`config.mk`:
```
export PLATFORM = sky130hd
export DESIGN_NAME = result_ascii_emitter
export DESIGN_NICKNAME = d
export VERILOG_FILES = /design/src/rtl/result_ascii_emitter.sv
export SDC_FILE = /design/constraint.sdc
export NUM_CORES = 1
export LEC_CHECK = 0
export CAP_MARGIN = 10
export CORE_UTILIZATION = 40
export DETAILED_ROUTE_END_ITERATION = 10
export GPL_ROUTABILITY_DRIVEN = 0
export SYNTH_ARGS = -nofsm -noshare
export SYNTH_HDL_FRONTEND = slang
export SYNTH_SLANG_ARGS = --single-unit
```
`constraint.sdc`:
```
create_clock -name clk -period 3.75 [get_ports clk]
set_clock_uncertainty 0.05 [all_clocks]
set_input_delay 0.75 -clock clk [delete_from_list [all_inputs] [get_ports clk]]
set_output_delay 0.75 -clock clk [all_outputs]
set_load 0.01 [all_outputs]
```
`src/rtl/result_ascii_emitter.sv`:
```
// rtl/result_ascii_emitter.sv - binary path count to decimal ASCII line streamer
// Double-dabble conversion, then one character per consumed cycle, newline terminated.
module result_ascii_emitter #(
  parameter int NUM_PATHS_DW = 32,
  parameter int MAX_DIGITS   = 10
) (
  input  logic                    clk,
  input  logic                    rst,
  input  logic [NUM_PATHS_DW-1:0] i_result,
  input  logic                    i_result_vld,
  input  logic                    i_error,
  output logic [7:0]              o_char,
  output logic                    o_char_vld,
  input  logic                    i_stall,
  output logic                    o_busy,
  output logic                    o_overrun
);
  localparam int BW = 4 * MAX_DIGITS;
  localparam int DW = NUM_PATHS_DW;
  localparam int IW = (MAX_DIGITS > 1) ? $clog2(MAX_DIGITS) : 1;
  localparam int CW = $clog2(NUM_PATHS_DW + 1);

  typedef enum logic [2:0] {IDLE, CONVERT, EMIT, NEWLINE, ERRMSG, HALT} state_t;

  state_t         state, state_n;
  // BCD digits and the binary shift register live in one vector so the
  // double-dabble step is a single left shift across both.
  logic [BW+DW-1:0] dd, dd_n, dd_adj, dd_step;
  logic [CW-1:0]  bit_cnt, bit_cnt_n;
  logic [IW-1:0]  idx, idx_n, idx_dec, top_idx;
  logic [1:0]     err_cnt, err_cnt_n;
  logic [7:0]     char_n;
  logic           vld_n;
  logic           consumed;

  function automatic logic [3:0] nibble(input logic [BW-1:0] b, input logic [IW-1:0] i);
    nibble = 4'd0;
    for (int k = 0; k < MAX_DIGITS; k++)
      if (i == k[IW-1:0]) nibble = b[4*k +: 4];
  endfunction

  function automatic logic [7:0] err_char(input logic [1:0] n);
    case (n)
      2'd0:    err_char = 8'h45;
      2'd3:    err_char = 8'h0A;
      default: err_char = 8'h52;
    endcase
  endfunction

  assign consumed = o_char_vld && !i_stall;
  assign o_busy   = (state != IDLE) && (state != HALT);
  assign idx_dec  = idx - IW'(1);

  always_comb begin
    dd_adj = dd;
    for (int k = 0; k < MAX_DIGITS; k++)
      if (dd[DW+4*k +: 4] >= 4'd5) dd_adj[DW+4*k +: 4] = dd[DW+4*k +: 4] + 4'd3;
    dd_step = dd_adj << 1;
    top_idx = '0;
    for (int k = 0; k < MAX_DIGITS; k++)
      if (dd_step[DW+4*k +: 4] != 4'd0) top_idx = k[IW-1:0];
  end

  always_comb begin
    state_n   = state;
    dd_n      = dd;
    bit_cnt_n = bit_cnt;
    idx_n     = idx;
    err_cnt_n = err_cnt;
    char_n    = o_char;
    vld_n     = o_char_vld;
    case (state)
      IDLE: begin
        if (i_error) begin
          state_n   = ERRMSG;
          err_cnt_n = 2'd0;
          char_n    = err_char(2'd0);
          vld_n     = 1'b1;
        end else if (i_result_vld) begin
          state_n   = CONVERT;
          dd_n      = {{BW{1'b0}}, i_result};
          bit_cnt_n = CW'(NUM_PATHS_DW);
        end
      end
      CONVERT: begin
        dd_n      = dd_step;
        bit_cnt_n = bit_cnt - CW'(1);
        if (bit_cnt == CW'(1)) begin
          state_n = EMIT;
          idx_n   = top_idx;
          char_n  = 8'h30 + {4'h0, nibble(dd_step[DW +: BW], top_idx)};
          vld_n   = 1'b1;
        end
      end
      EMIT: begin
        if (consumed) begin
          if (idx == '0) begin
            state_n = NEWLINE;
            char_n  = 8'h0A;
          end else begin
            idx_n  = idx_dec;
            char_n = 8'h30 + {4'h0, nibble(dd[DW +: BW], idx_dec)};
          end
        end
      end
      NEWLINE: begin
        if (consumed) begin
          state_n = IDLE;
          char_n  = 8'h00;
          vld_n   = 1'b0;
        end
      end
      ERRMSG: begin
        if (consumed) begin
          if (err_cnt == 2'd3) begin
            state_n = HALT;
            char_n  = 8'h00;
            vld_n   = 1'b0;
          end else begin
            err_cnt_n = err_cnt + 2'd1;
            char_n    = err_char(err_cnt + 2'd1);
          end
        end
      end
      HALT: begin
      end
      default: state_n = IDLE;
    endcase
  end

  always_ff @(posedge clk) begin
    if (rst) begin
      state      <= IDLE;
      dd         <= '0;
      bit_cnt    <= '0;
      idx        <= '0;
      err_cnt    <= '0;
      o_char     <= 8'h00;
      o_char_vld <= 1'b0;
      o_overrun  <= 1'b0;
    end else begin
      state      <= state_n;
      dd         <= dd_n;
      bit_cnt    <= bit_cnt_n;
      idx        <= idx_n;
      err_cnt    <= err_cnt_n;
      o_char     <= char_n;
      o_char_vld <= vld_n;
      // A strobe that arrives while busy is dropped; remember that it happened.
      if (i_result_vld && o_busy) o_overrun <= 1'b1;
    end
  end
endmodule

```
==> impl_metrics.json, run 1 <==
{
  "syn_avg_cell_area_um2": 7.20,
  "clkSinkCount": 96,
  "powerDensity_nw_per_um2": 492,
  "numPortBuffers": 46,
  "slowest_delay_ns": 0.46,
  "dieArea_um2": 16600,
  "core_area_um2": 15400,
  "placed_area_um2": 7080,
  "drc": 0,
  "clkPwrFrac_pct": 24.7,
  "max_slew.worst_pin.slew_ns": 0.764,
  "hold_path_class": "register to register",
  "finalSetupViolCount": 0,
  "swShare_pct": 38.8,
  "antenna_found_initial": 0,
  "drive_gt1_share_pct": 5.70,
  "worstSetupPathType": "register to register",
  "cts-buffers-inserted": 9,
  "grt_max_degree": 73,
  "start_util_pct": 41.6,
  "dp_slack_ns": 0.467,
  "drv_slew": 0,
  "synth_edf_count": 0,
  "htreeDepth": 3,
  "die_w_um": 129,
  "first_pass_iters": 5,
  "syn_nets": 959,
  "clock.fmax_ghz": 0.299,
  "num_rows": 45,
  "max_cap_violations": 0,
  "drt_iter0_drc": 489,
  "wire_per_inst_um": 15.5,
  "async_flop_share_pct": 0,
  "slew_headroom_pct": 49.1,
  "cts_root_buf": "clkbuf_16",
  "die_h_um": 129,
  "synth.largest_area_cell": "dfxtp_1",
  "end_kind": "register",
  "pwr-share-seq_pct": 39.0,
  "grt_usage_pct": 22.1,
  "combPwrFrac_pct": 36.3,
  "fin_crit_ns": 3.35,
  "crit_required_ns": 3.99,
  "fin_ws_ns": 0.403,
  "cts_tree": "done",
  "utilization_pct": 47.7,
  "synth.most_common_cell": "nand2_1",
  "cts_max_path_buffers": 2,
  "synth_cells": 892,
  "vdd_drop_max_uv": 272,
  "p_leak_nw": 2.68,
  "power_mw": 3.62,
  "p_int_mw": 2.21,
  "wl_um": 17400,
  "viasPerCell": 5.64,
  "grt_pass1_wl_um": 29100,
  "net-switching-power_mw": 1.40,
  "rsz0062_at_grt": "false",
  "synth_top_area_share_pct": 29.9,
  "ctsResizeCount": 0,
  "startpoint_type": "register",
  "clk_latency_ns": 0.35,
  "postCtsSetupBuffers": 0,
  "ctsHoldBuffers": 0,
  "grt-ovfl-total": 0,
  "stdcell_area_um2": 7360,
  "cp_max_fo": 11,
  "synth.area.top_cells": "dfxtp_1, nand2_1, nor2_1",
  "dp_hpwl_um": 12500,
  "arrival_ns": 3.59,
  "hold_ws_ns": 0.402,
  "ios": 48,
  "slowest_stage": "dfxtp_1",
  "ys.flop_type": "dfxtp_1",
  "ys_types": 63,
  "synthTopCellsByCount": "nand2_1, nor2_1, dfxtp_1",
  "layout.cells.non_filler": 1124,
  "run_status": "completed",
  "tns_ns": 0,
  "path_cells": "inv_1 > ha_1 > nor2b_1 > o21ai_0 > o2111ai_1 > nor4_2 > and3_1 > buf_4 > nand2_1 > o32a_1 > a22o_1 > a21oi_1",
  "vias": 6335,
  "min_period_over_period_pct": 89.2,
  "syn-cell-area_um2": 6420,
  "dp_cells": 1109,
  "ys_seq_area_share_pct": 29.9,
  "synth_seq_cells": 96,
  "crit_family": "compound AO/OA/AOI/OAI gates",
  "grt_pass1_vias": 5752,
  "n_antenna_cell": 0,
  "nets": 976,
  "syn_to_final_growth_pct": 14.6,
  "critical_path_buf_inv_count": 2,
  "yosysWarnings": 0,
  "clk_pin_slew_ns": 0.07,
  "ant_nets": 0,
  "finalHoldViolCount": 0,
  "ff2ff_setup_slack_ns": 0.40
}
## kinds of logic (layout without fill, tap and decap cells)
group | count (synthesis) | after routing | synth area share (%)
AOI/OAI and AO/OA | 263 | 263 | 27.1
xor gates and xnor gates | 10 | 10 | 1.36
adders and majority gates | 30 | 30 | 5.85
buffers and inverters | 93 | 114 | 5.65
DFF | 96 | 96 | 29.9
muxes | 18 | 18 | 2.87
other | 1 | 1 | 0.0584
and+or+nand+nor | 381 | 381 | 27.2
## worst min-delay path, cell delays in order (launching register included)
cell and delay [ns]:
dfxtp_1 0.31, nand2_1 0.05, a21oi_1 0.05
## worst paths after layout
check,from,to,cells after the start
min,o_char[6]$_SDFFE_PP0P_,o_char[6]$_SDFFE_PP0P_,2
min reg2reg,o_char[6]$_SDFFE_PP0P_,o_char[6]$_SDFFE_PP0P_,2
max,dd[60]$_SDFFE_PP0P_,o_char[0]$_SDFFE_PP0P_,12
max reg2reg,dd[60]$_SDFFE_PP0P_,o_char[0]$_SDFFE_PP0P_,12
## layout by cell type, fill, tap and decap left out, types with 4 or more instances in the layout
cell type        synthesis  layout
a211oi_1                12      12
a21o_1                   5       5
a21oi_1                 72      72
a221oi_1                 4       4
a22oi_1                 34      34
a311oi_1                32      32
a31oi_1                  4       4
and3_1                   7       7
buf_4                    2      15
clkbuf_16                0       9
clkdlybuf4s50_1          0      45
dfxtp_1                 96      96
ha_1                    30      30
inv_1                   37      37
mux2i_1                 15      15
nand2_1                133     133
nand2b_1                20      20
nand3_1                 17      17
nand3b_1                 5       5
nand4_1                  6       6
nor2_1                 124     124
nor2b_1                 15      15
nor3_1                  16      16
nor3b_1                  5       5
nor4_1                   4       4
o211ai_1                 8       8
o21ai_0                 51      51
o221ai_1                 4       4
o22ai_1                  4       4
o31ai_1                  4       4
or2_2                    5       5
or3_1                    8       8
or4_1                    4       4
xnor2_1                 10      10
## power groups by stage
stage | logic (mW) | registers, mW | clock network (mW)
floorplan | 0.945 | 1.37 | 0
global placement | 1.32 | 1.43 | 0
detailed placement | 1.31 | 1.43 | 0
CTS | 1.32 | 1.41 | 0.923
global route | 1.49 | 1.44 | 0.962
finish | 1.31 | 1.41 | 0.893
## per-layer routing
metal	routed length [um]	track usage [%]	part of all wire (%)	up-vias
met3	922	3.91	5.3	23
met4	244	6.99	1.4	0
met1	8600	30.9	49	2930
li1	-	-	-	3214
met5	0	0	0	-
met2	7610	34.2	44	168
## final cells by class
cell class | count | area, um^2
inverters | 37 | 139
clock inverters | 5 | 41.3
clock buffers | 10 | 239
repair buffers | 62 | 603
flip-flops and latches | 96 | 1920
multi-input cells | 703 | 4150
well taps | 211 | 264
fillers | 1607 | 8070
## sequential cells by signal, summed over array words and instances, names as in the netlist
signal and flops:
err_cnt 2, bit_cnt 6, o_char_vld 1, idx 4, o_overrun 1, state 3, dd 72, o_char 7
Power figures use the tool's default switching activity.
==> run 2: changes to the inputs <==
- SLEW_MARGIN: default -> 20
==> results of run 2 <==
The final DEF is identical to that of run 1; final timing and power are the same.
==> run 3: changes to the inputs <==
- CORE_MARGIN: default -> 4
==> impl_metrics.json, run 3 (synthesized netlist as in run 1, its figures left out) <==
{
  "fin_crit_ns": 3.34,
  "arrival_ns": 3.51,
  "grt_pass1_vias": 5707,
  "r2r_cells": 11,
  "vias": 6350,
  "nets": 975,
  "startpoint_type": "register",
  "postCtsSetupBuffers": 0,
  "viasPerCell": 5.62,
  "max_cap_violations": 0,
  "finalSetupViolCount": 0,
  "grt_usage_pct": 19.6,
  "dieArea_um2": 18100,
  "regMostFlops": "dd",
  "clkSinkCount": 96,
  "grt-ovfl-total": 0,
  "worstHoldEndpoint": "o_char[6]$_SDFFE_PP0P_",
  "end_kind": "register",
  "finalHoldViolCount": 0,
  "cts_root_buf": "clkbuf_16",
  "die_h_um": 135,
  "antenna_found_initial": 0,
  "clk_latency_ns": 0.36,
  "wl_um": 17700,
  "cts_max_path_buffers": 2,
  "drv_slew": 0,
  "min_period_over_period_pct": 89.2,
  "die_w_um": 135,
  "min_path_cells": 2,
  "clock.fmax_ghz": 0.299,
  "r2r-start": "dd[52]$_SDFFE_PP0P_",
  "stdcell_area_um2": 7360,
  "htreeDepth": 3,
  "start_util_pct": 40.6,
  "ctsResizeCount": 0,
  "vdd_drop_max_uv": 234,
  "max_slew.worst_pin.slew_ns": 0.882,
  "drc": 0,
  "r2r-end": "o_char[1]$_SDFFE_PP0P_",
  "layout_common_cells": "nand2_1, nor2_1, dfxtp_1",
  "wire_per_inst_um": 15.7,
  "dp_hpwl_um": 12600,
  "core_area_um2": 15800,
  "first_pass_iters": 5,
  "ant_nets": 0,
  "syn_to_final_growth_pct": 14.7,
  "slew_headroom_pct": 41.2,
  "hold_path_class": "register to register",
  "rsz0062_at_grt": "false",
  "placed_area_um2": 7060,
  "cp_max_fo": 8,
  "p_leak_nw": 2.67,
  "clk_pin_slew_ns": 0.08,
  "worstSetupPathType": "register to register",
  "drive_gt1_share_pct": 5.70,
  "final_common_cell": "nand2_1",
  "powerDensity_nw_per_um2": 497,
  "hold_ws_ns": 0.401,
  "num_rows": 46,
  "ctsHoldBuffers": 0,
  "numPortBuffers": 46,
  "grt_pass1_wl_um": 29200,
  "reg_top3": "dd: 72 flops, o_char: 7 flops, bit_cnt: 6 flops",
  "n_antenna_cell": 0,
  "drt_iter0_drc": 522,
  "run_status": "completed",
  "cts_tree": "done",
  "cts-buffers-inserted": 9,
  "ios": 48,
  "tns_ns": 0,
  "crit_required_ns": 3.92,
  "grt_max_degree": 82,
  "min-delay-start": "o_char[6]$_SDFFE_PP0P_",
  "largest_register_ffs": 72,
  "ff2ff_setup_slack_ns": 0.41
}
run 3: through the flow:
stage	cells	util (%)	total power, mW	setup WS, ns
2_1_floorplan	892	-	2.31	0.767
3_3_place_gp	1113	44.6	2.73	0.509
3_5_place_dp	1113	44.6	2.74	0.441
4_1_cts	1129	46.5	3.69	0.434
5_1_grt	1129	46.5	3.92	0.175
6_report	1129	46.5	3.66	0.406
run 3: cell type report:
class,count,area (um^2)
Clock buffer,9,225
Clock inverter,7,75.1
Fill cell,1626,8470
Inverter,37,139
Multi-Input combinational cell,703,4150
Sequential cell,96,1920
Tap cell,216,270
Timing Repair Buffer,61,583
run 3: per-layer routing:
layer  global-route usage (%)  part of all wire, %  vias to the layer above
met5                        0                    0                        -
li1                         -                    -                     3211
met3                     3.50                  5.4                       33
met4                     6.05                  2.2                        0
met1                     28.5                   50                     2923
met2                     29.7                   43                      183
run 3: critical path, stage by stage, from the launching register on:
cell,delay [ns]
dfxtp_1,0.41
inv_1,0.09
ha_1,0.22
nor2b_1,0.14
o21a_1,0.20
mux2i_1,0.19
or4_1,0.61
a21boi_1,0.32
o22ai_2,0.22
or4_1,0.52
a31oi_1,0.17
nor4_1,0.06
run 3: worst max-delay path by stage:
stage / startpoint / to / slack (ns) / cells after the start
after floorplan: dd[52]$_SDFFE_PP0P_ / o_char[1]$_SDFFE_PP0P_ / 0.77 / 11
after global placement: dd[65]$_SDFFE_PP0P_ / o_char[1]$_SDFFE_PP0P_ / 0.51 / 13
after detailed placement: dd[52]$_SDFFE_PP0P_ / o_char[1]$_SDFFE_PP0P_ / 0.44 / 11
after CTS: dd[65]$_SDFFE_PP0P_ / o_char[1]$_SDFFE_PP0P_ / 0.43 / 13
after global routing: dd[65]$_SDFFE_PP0P_ / o_char[1]$_SDFFE_PP0P_ / 0.17 / 13
final: dd[52]$_SDFFE_PP0P_ / o_char[1]$_SDFFE_PP0P_ / 0.41 / 11
run 3: where the power goes:
part	leakage, nW	total, mW	internal (mW)	switching, mW
combinational	1.75	1.31	0.506	0.808
clock	0.143	0.940	0.471	0.468
sequential	0.782	1.40	1.23	0.174
